===== config.mk =====
export PLATFORM = sky130hd
export DESIGN_NAME = pipeline_control_unit_flat
export DESIGN_NICKNAME = d
export VERILOG_FILES = /design/src/rtl/pipeline_control_unit_if.sv /design/src/rtl/pipeline_control_unit.sv /design/src/flat_wrapper.sv
export SDC_FILE = /design/constraint.sdc
export NUM_CORES = 1
export LEC_CHECK = 0
export ABC_AREA = 1
export BUFFER_PORTS_ARGS = -buffer_cell sky130_fd_sc_hd__buf_2
export CORE_MARGIN = 4
export CORE_UTILIZATION = 45
export DETAILED_ROUTE_END_ITERATION = 8
export PLACE_DENSITY_LB_ADDON = 0.1
export RECOVER_POWER = 100
export SYNTH_ARGS = -nofsm -noshare
export SYNTH_HDL_FRONTEND = slang
export SYNTH_SLANG_ARGS = --single-unit

===== constraint.sdc =====
create_clock -name clk -period 11.6 [get_ports clk]
set_input_delay 0.58 -clock clk [delete_from_list [all_inputs] [get_ports clk]]
set_output_delay 0.58 -clock clk [all_outputs]
set_load 0.01 [all_outputs]

===== src/rtl/pipeline_control_unit_if.sv =====
// Handshake bundle between the core datapath/hazard unit and the pipeline control unit.
// master = datapath side (drives status, consumes enables); slave = the control unit.
interface pipeline_control_unit_if #(
    parameter int ADDR_W = 32,
    parameter int CNT_W  = 32
);
    logic              ihit;
    logic              dhit;
    logic              dmem_req;
    logic              load_use;
    logic              redirect;
    logic [ADDR_W-1:0] redirect_target;
    logic              halt_wb;

    logic              pc_en;
    logic              pc_redirect;
    logic [ADDR_W-1:0] pc_target;
    logic              ifid_en;
    logic              idex_en;
    logic              exmem_en;
    logic              memwb_en;
    logic              ifid_flush;
    logic              idex_flush;
    logic              halt;
    logic [CNT_W-1:0]  stall_cnt;
    logic [CNT_W-1:0]  flush_cnt;

    modport master (
        output ihit, dhit, dmem_req, load_use, redirect, redirect_target, halt_wb,
        input  pc_en, pc_redirect, pc_target, ifid_en, idex_en, exmem_en, memwb_en,
               ifid_flush, idex_flush, halt, stall_cnt, flush_cnt
    );

    modport slave (
        input  ihit, dhit, dmem_req, load_use, redirect, redirect_target, halt_wb,
        output pc_en, pc_redirect, pc_target, ifid_en, idex_en, exmem_en, memwb_en,
               ifid_flush, idex_flush, halt, stall_cnt, flush_cnt
    );
endinterface


===== src/rtl/pipeline_control_unit.sv =====
// Stall/flush sequencer for the 5-stage pipeline: merges hazard-unit freezes and redirects
// with I/D cache status into per-latch enables/flushes, and counts stall and flush events.
module pipeline_control_unit #(
    parameter int ADDR_W = 32,
    parameter int CNT_W  = 32
) (
    input logic                   clk,
    input logic                   rst,
    pipeline_control_unit_if.slave ctl
);

    typedef enum logic [1:0] {
        RUN    = 2'd0,
        DWAIT  = 2'd1,
        RDRAIN = 2'd2,
        HALTED = 2'd3
    } state_t;

    state_t            state;
    state_t            state_nxt;
    logic [ADDR_W-1:0] target_q;
    logic [CNT_W-1:0]  stall_q;
    logic [CNT_W-1:0]  flush_q;

    logic              mem_stall;
    logic              load_target;
    logic              redirect_accept;

    logic              pc_en;
    logic              pc_redirect;
    logic [ADDR_W-1:0] pc_target;
    logic              ifid_en;
    logic              idex_en;
    logic              exmem_en;
    logic              memwb_en;
    logic              ifid_flush;
    logic              idex_flush;
    logic              halt;

    assign mem_stall = ctl.dmem_req & ~ctl.dhit;

    always_comb begin
        // NOTE: every signal driven here gets a default first, so no path can infer a latch.
        state_nxt       = state;
        load_target     = 1'b0;
        redirect_accept = 1'b0;
        pc_en           = 1'b0;
        pc_redirect     = 1'b0;
        pc_target       = '0;
        ifid_en         = 1'b0;
        idex_en         = 1'b0;
        exmem_en        = 1'b0;
        memwb_en        = 1'b0;
        ifid_flush      = 1'b0;
        idex_flush      = 1'b0;
        halt            = 1'b0;

        if (!rst) begin
            pc_target = (state == RDRAIN) ? target_q : ctl.redirect_target;

            case (state)
                RUN, DWAIT: begin
                    if (ctl.halt_wb) begin
                        state_nxt = HALTED;
                    end else if (mem_stall) begin
                        state_nxt = DWAIT;
                    end else if (ctl.redirect) begin
                        redirect_accept = 1'b1;
                        ifid_flush      = 1'b1;
                        idex_flush      = 1'b1;
                        idex_en         = 1'b1;
                        exmem_en        = 1'b1;
                        memwb_en        = 1'b1;
                        if (ctl.ihit) begin
                            pc_en       = 1'b1;
                            pc_redirect = 1'b1;
                            state_nxt   = RUN;
                        end else begin
                            // The fetch in flight is wrong-path; park the target until it returns.
                            load_target = 1'b1;
                            state_nxt   = RDRAIN;
                        end
                    end else if (ctl.load_use) begin
                        idex_flush = 1'b1;
                        exmem_en   = 1'b1;
                        memwb_en   = 1'b1;
                        state_nxt  = RUN;
                    end else if (!ctl.ihit) begin
                        ifid_flush = 1'b1;
                        idex_en    = 1'b1;
                        exmem_en   = 1'b1;
                        memwb_en   = 1'b1;
                        state_nxt  = RUN;
                    end else begin
                        pc_en     = 1'b1;
                        ifid_en   = 1'b1;
                        idex_en   = 1'b1;
                        exmem_en  = 1'b1;
                        memwb_en  = 1'b1;
                        state_nxt = RUN;
                    end
                end

                RDRAIN: begin
                    if (!mem_stall) begin
                        ifid_flush = 1'b1;
                        idex_flush = 1'b1;
                        idex_en    = 1'b1;
                        exmem_en   = 1'b1;
                        memwb_en   = 1'b1;
                        if (ctl.ihit) begin
                            // The returning word is the stale fetch: drop it and restart at target_q.
                            pc_en       = 1'b1;
                            pc_redirect = 1'b1;
                            state_nxt   = RUN;
                        end
                    end
                end

                HALTED: begin
                    halt = 1'b1;
                end

                default: begin
                    state_nxt = RUN;
                end
            endcase
        end
    end

    always_ff @(posedge clk or posedge rst) begin
        if (rst) begin
            state    <= RUN;
            target_q <= '0;
            stall_q  <= '0;
            flush_q  <= '0;
        end else begin
            // NOTE: sequential state uses non-blocking assignments so all registers update together.
            state <= state_nxt;
            if (load_target) begin
                target_q <= ctl.redirect_target;
            end
            if (state != HALTED && !pc_en && stall_q != '1) begin
                stall_q <= stall_q + CNT_W'(1);
            end
            if (redirect_accept && flush_q != '1) begin
                flush_q <= flush_q + CNT_W'(1);
            end
        end
    end

    assign ctl.pc_en       = pc_en;
    assign ctl.pc_redirect = pc_redirect;
    assign ctl.pc_target   = pc_target;
    assign ctl.ifid_en     = ifid_en;
    assign ctl.idex_en     = idex_en;
    assign ctl.exmem_en    = exmem_en;
    assign ctl.memwb_en    = memwb_en;
    assign ctl.ifid_flush  = ifid_flush;
    assign ctl.idex_flush  = idex_flush;
    assign ctl.halt        = halt;
    assign ctl.stall_cnt   = stall_q;
    assign ctl.flush_cnt   = flush_q;

    // EX holds a bubble while draining, so the hazard unit can never resolve a redirect here.
    a_no_redirect_in_rdrain: assert property (
        @(posedge clk) disable iff (rst) !(state == RDRAIN && ctl.redirect)
    );

endmodule

===== src/flat_wrapper.sv =====
// flat-port wrapper written by rule: the top's interface ports become plain ports
module pipeline_control_unit_flat 
#(
    parameter int ADDR_W = 32,
    parameter int CNT_W  = 32
)
  (clk, rst, ctl_ihit, ctl_dhit, ctl_dmem_req, ctl_load_use, ctl_redirect, ctl_redirect_target, ctl_halt_wb, ctl_pc_en, ctl_pc_redirect, ctl_pc_target, ctl_ifid_en, ctl_idex_en, ctl_exmem_en, ctl_memwb_en, ctl_ifid_flush, ctl_idex_flush, ctl_halt, ctl_stall_cnt, ctl_flush_cnt);
  pipeline_control_unit_if #(.ADDR_W(ADDR_W), .CNT_W(CNT_W)) ctl_i ();
  input logic clk;
  input logic rst;
  input wire logic [$bits(ctl_i.ihit)-1:0] ctl_ihit;
  input wire logic [$bits(ctl_i.dhit)-1:0] ctl_dhit;
  input wire logic [$bits(ctl_i.dmem_req)-1:0] ctl_dmem_req;
  input wire logic [$bits(ctl_i.load_use)-1:0] ctl_load_use;
  input wire logic [$bits(ctl_i.redirect)-1:0] ctl_redirect;
  input wire logic [$bits(ctl_i.redirect_target)-1:0] ctl_redirect_target;
  input wire logic [$bits(ctl_i.halt_wb)-1:0] ctl_halt_wb;
  output wire logic [$bits(ctl_i.pc_en)-1:0] ctl_pc_en;
  output wire logic [$bits(ctl_i.pc_redirect)-1:0] ctl_pc_redirect;
  output wire logic [$bits(ctl_i.pc_target)-1:0] ctl_pc_target;
  output wire logic [$bits(ctl_i.ifid_en)-1:0] ctl_ifid_en;
  output wire logic [$bits(ctl_i.idex_en)-1:0] ctl_idex_en;
  output wire logic [$bits(ctl_i.exmem_en)-1:0] ctl_exmem_en;
  output wire logic [$bits(ctl_i.memwb_en)-1:0] ctl_memwb_en;
  output wire logic [$bits(ctl_i.ifid_flush)-1:0] ctl_ifid_flush;
  output wire logic [$bits(ctl_i.idex_flush)-1:0] ctl_idex_flush;
  output wire logic [$bits(ctl_i.halt)-1:0] ctl_halt;
  output wire logic [$bits(ctl_i.stall_cnt)-1:0] ctl_stall_cnt;
  output wire logic [$bits(ctl_i.flush_cnt)-1:0] ctl_flush_cnt;
  assign ctl_i.ihit = ctl_ihit;
  assign ctl_i.dhit = ctl_dhit;
  assign ctl_i.dmem_req = ctl_dmem_req;
  assign ctl_i.load_use = ctl_load_use;
  assign ctl_i.redirect = ctl_redirect;
  assign ctl_i.redirect_target = ctl_redirect_target;
  assign ctl_i.halt_wb = ctl_halt_wb;
  assign ctl_pc_en = ctl_i.pc_en;
  assign ctl_pc_redirect = ctl_i.pc_redirect;
  assign ctl_pc_target = ctl_i.pc_target;
  assign ctl_ifid_en = ctl_i.ifid_en;
  assign ctl_idex_en = ctl_i.idex_en;
  assign ctl_exmem_en = ctl_i.exmem_en;
  assign ctl_memwb_en = ctl_i.memwb_en;
  assign ctl_ifid_flush = ctl_i.ifid_flush;
  assign ctl_idex_flush = ctl_i.idex_flush;
  assign ctl_halt = ctl_i.halt;
  assign ctl_stall_cnt = ctl_i.stall_cnt;
  assign ctl_flush_cnt = ctl_i.flush_cnt;
  pipeline_control_unit #(.ADDR_W(ADDR_W), .CNT_W(CNT_W)) u_core (.clk(clk), .rst(rst), .ctl(ctl_i));
endmodule

### Word-level counts from Yosys, hierarchy flattened

Cells that the tools add are included.

| cells by class | value |
|---|---|
| $add $sub $neg | 2 |
| multipliers | 0 |
| divide/modulo/power cells | 0 |
| order comparisons | 0 |
| eq/ne operators | 8 |
| shift operators | 0 |
| mux-type cells | 62 |
| bitwise gates (word level) | 3 |
| reductions and logical operators | 8 |

Operators by type and width:

| cell | number |
|---|---|
| $add 32x1->32 const B | 2 |
| $mux 32 | 2 |
| $ne 32x32->1 const B | 2 |
| $mux 1 | 47 |
| $mux 2 | 6 |
| $pmux 1 s2 | 6 |
| $ne 2x2->1 const B | 3 |
| $eq 2x2->1 const B | 2 |
| $pmux 2 s2 | 1 |
| $reduce_and 4->1 | 1 |
| $logic_and 1x1->1 | 3 |
| $eq 2x1->1 const B | 1 |
| $logic_not 2->1 | 1 |
| $not 1->1 | 2 |
| $reduce_bool 2->1 | 1 |
| $reduce_or 2->1 | 1 |
| $and 1x1->1 | 1 |
| $logic_not 1->1 | 1 |

| word-level totals | value |
|---|---|
| register bits | 98 |
| bits in latches | 0 |
| bits in writable memories | 0 |
| bits in read-only memories | 0 |
| bits of input ports | 40 |
| output and inout bits | 105 |
| memories | 0 |

### Depth between registers and ports, before layout

| logic depth | value |
|---|---|
| word-level depth | 10 |
| depth in mapped cells | 12 |
| mapped depth without buffers | 10 |

### Worst setup path before layout

No wires, ideal clock.

| timing | value |
|---|---|
| path kind | input port to output port |
| from | input port rst |
| to | output port ctl_pc_target[31] |
| arrival time | 4.596 ns |
| required time | 11.020 ns |
| path slack | 6.424 ns |
| stages | 5 |
| path buffers | 2 |
| path through | inv_2 clkbuf_1 clkbuf_1 o21ai_0 nor2_1 |

| between the ends | value |
|---|---|
| word-level cells in the longest chain between the ends | 1 |

RTL lines:

| what | RTL line | text |
|---|---|---|
| from (decl) | flat_wrapper.sv:10 | `input logic rst;` |
| $mux 32 | pipeline_control_unit.sv:58 | `if (!rst) begin` |
| to (decl) | flat_wrapper.sv:20 | `output wire logic [$bits(ctl_i.pc_target)-1:0] ctl_pc_target;` |

Every way passes these cells.

### Worst setup path after layout

| timing | value |
|---|---|
| from | input port rst |
| to | output port ctl_pc_target[13] |

Same word-level chain as after synthesis.

==> metrics.cfg <==
[outcome]
outcome = complete, but fails checks
violations = max-capacitance violations, max-slew violations

[synth]
syn_avg_cell_area_um2 = 6.78
synth_top_family_by_area = simple AND/OR/NAND/NOR gates
synth_cell_types = 32
synthCells = 913
synth_sequential_area_ratio = 0.396
synthXorXnorAreaFrac = 0.0453
ys_ff_latch = 98
synth.area.mux_share = 0
synth_compound_area_frac = 0.0882
synth.area.top_cells = dfrtp_1 (40%), nand2_1 (25%), nor2_1 (6.4%)
synthAdderAreaFrac = 0.00404
yosysTopAreaCellShare = 0.396
yosys.area.top_type = dfrtp_1
netlist_area_um2 = 6190
yosys_warnings = 0
yosys.area_share.simple = 0.394
syn_nets = 955

[critical_path]
crit_required_ns = 11.02
crit_chain = clkbuf_1, clkinvlp_2, clkbuf_1, o21ai_0, a21oi_1, clkbuf_1
arrival_ns = 5.66
reg2reg_setup_slack_ns = 7.79
timing.rr.start = u_core.ctl.flush_cnt[0]
reg2reg_depth = 10
crit_family = buffers and inverters
end_kind = output port
cp-start-kind = input port
crit_path_top_delay_cell = clkbuf_1
cpMostUsedCell = clkbuf_1
crit_type = in -> out
r2r-end = u_core.ctl.flush_cnt[18]
max_stage_delay_ns = 2.45
crit_buf_inv = 4
crit_fanout = 71

[cts]
h-tree-depth = 3
numCtsBuffers = 9
worstSkewPairLatency_ns = 0.35
cts_root_buffer = clkbuf_16
clock_path_buffers = 2
cts_sinks = 98
path_clk_slew_ns = 0.07
cts_tree = yes
post_cts_buffers = 0
cts_resized = 0
cts_hold_buf = 0

[global_routing]
grt_use_total = 0.210
overflow = 0
grt_pass1_wl_um = 27400
gr-usage-met1 = 0.332
top_usage_layer = met1
grtUsageMet2 = 0.292
grt_max_degree = 72
antenna_found_initial = 0
grt_use_met3 = 0.0320
grt_pass1_vias = 5304

[worst_hold_path]
min_path_type = in -> reg
holdPathEnd = u_core.target_q[14]
hold_depth = 3
worstHoldStart = ctl_redirect_target[14]

[detailed_routing]
drt-initial-drc-count = 499
drcViolationCount = 0
dr.pass1.iters = 5
antenna_left = 0
wirelength_um = 16400
drt-vias-per-instance = 4.91
vias = 5986
wl_per_cell_um = 13.5

[final_layout]
fin_nets = 1082
seqCellArea_um2 = 2450
antenna_cells = 0
fillers = 1442
multi_input_area_um2 = 3230
layout-drive-gt1-share = 0.0766
syn2layout_area_growth_pct = 14.1

[sta]
post-route-period-util = 0.538
slew_headroom = -1.22
tightest_slew_ns = 3.33
max_freq_ghz = 0.160
rsz0062_at_grt = false
clock_skew_ns = 0.0102
finalHoldViolCount = 0
finalMaxSlewViolations = 202
finalSetupTns_ns = 0
fin_crit_ns = 6.24
setup_viol = 0

[floorplanning]
rows = 42
start_util = 0.464
ios = 145
core_um2 = 13300
die_x_um = 125
die_y_um = 125
die_area_um2 = 15700

[power]
finalPower_uw = 1100
ir_worst_vdd_v = 0.0000801
power_density_nw_per_um2 = 156
leakage_uw = 0.00344

[run]
drv_cap = 3

[placement]
place_congestion = 0.897
port_buffers = 144
hpwl_um = 12100

## cell type report
type	instances	share of cell area
multi-input combinational	719	0.458
sequential	98	0.347
timing repair buffer	145	0.0852
inverter	67	0.0358
clock buffer	10	0.0338
tap	176	0.0312
clock inverter	5	0.00886
## per-stage QoR
stage	area (µm²)	instances	utilization	setup slack [ns]	hold WS, ns
floorplan	6190	913	-	6.42	0.443
global placement	6950	1205	0.520	8.37	0.460
detailed placement	6950	1205	0.520	8.29	0.466
CTS	7250	1220	0.543	8.26	0.441
global route	7060	1220	0.529	4.22	0.488
finish	7060	1220	0.529	5.36	0.479
## synth_stat cells
master and instances:
nand2_1 406, nor2_1 106, dfrtp_1 98, inv_1 58
o21ai_0 45, a21oi_1 32, nand3b_1 25, o21ai_1 25
xor2_1 20, clkbuf_1 15, nand4_1 12, xnor2_1 12
inv_2 9, nand3_1 8, buf_4 5, nand2_2 5
buf_6 4, nor2_2 4, nor2_4 4, a31oi_1 3
buf_8 3, ha_1 2, nand2_4 2, nand3_4 2
buf_1 1, buf_2 1, nand3_2 1, nand4_4 1
nor2_8 1, nor3_1 1, o2111ai_1 1, o31ai_1 1
## placed cells by master (no fill, tap or decap), types with 6 or more instances in the layout
cell / instances
inv_2: 6
xnor2_1: 12
clkbuf_1: 99
xor2_1: 20
dfrtp_1: 98
nand3b_1: 25
inv_1: 60
nand3_1: 9
a21oi_1: 32
nor2_1: 109
nand4_1: 13
o21ai_0: 66
nand2_1: 409
clkbuf_16: 9
buf_2: 46
## sequential cells by signal, summed over array words and instances (netlist names)
| name | count |
|---|---|
| u_core.ctl.flush_cnt | 32 |
| u_core.ctl.stall_cnt | 32 |
| u_core.target_q | 32 |
| u_core.state | 2 |
## how the worst max path moves through the flow
stage | from | to | cells past startpoint | slack [ns]
after global routing | rst | ctl_pc_target[13] | 6 | 4.22
final | rst | ctl_pc_target[13] | 6 | 5.36
after floorplan | rst | ctl_pc_target[31] | 5 | 6.42
after detailed placement | rst | ctl_pc_target[13] | 6 | 8.29
after CTS | rst | ctl_pc_target[13] | 6 | 8.26
after global placement | rst | ctl_pc_target[13] | 6 | 8.37
## cells by family after synthesis
kind of cell               Yosys count
DFF                                 98
and+or+nand+nor                    578
buffers and inverters               96
AOI/OAI and AO/OA                  107
adders and majority gates            2
xor gates and xnor gates            32
## worst min-delay path, delay by kind of cell
kind	cells	cell delay, ns
buffers and inverters	2	0.14
AO/OA/AOI/OAI	1	0.06
## power by group
| part | switching, µW | internal (µW) |
|---|---|---|
| logic | 228 | 106 |
| registers | 54.3 | 407 |
| clock network | 136 | 174 |
## routing by layer
layer / share of wire / up-vias
li1: - / 3116
met5: 0 / -
met1: 0.52 / 2646
met3: 0.059 / 21
met2: 0.41 / 203
met4: 0.018 / 0
Power figures use the tool's default switching activity.
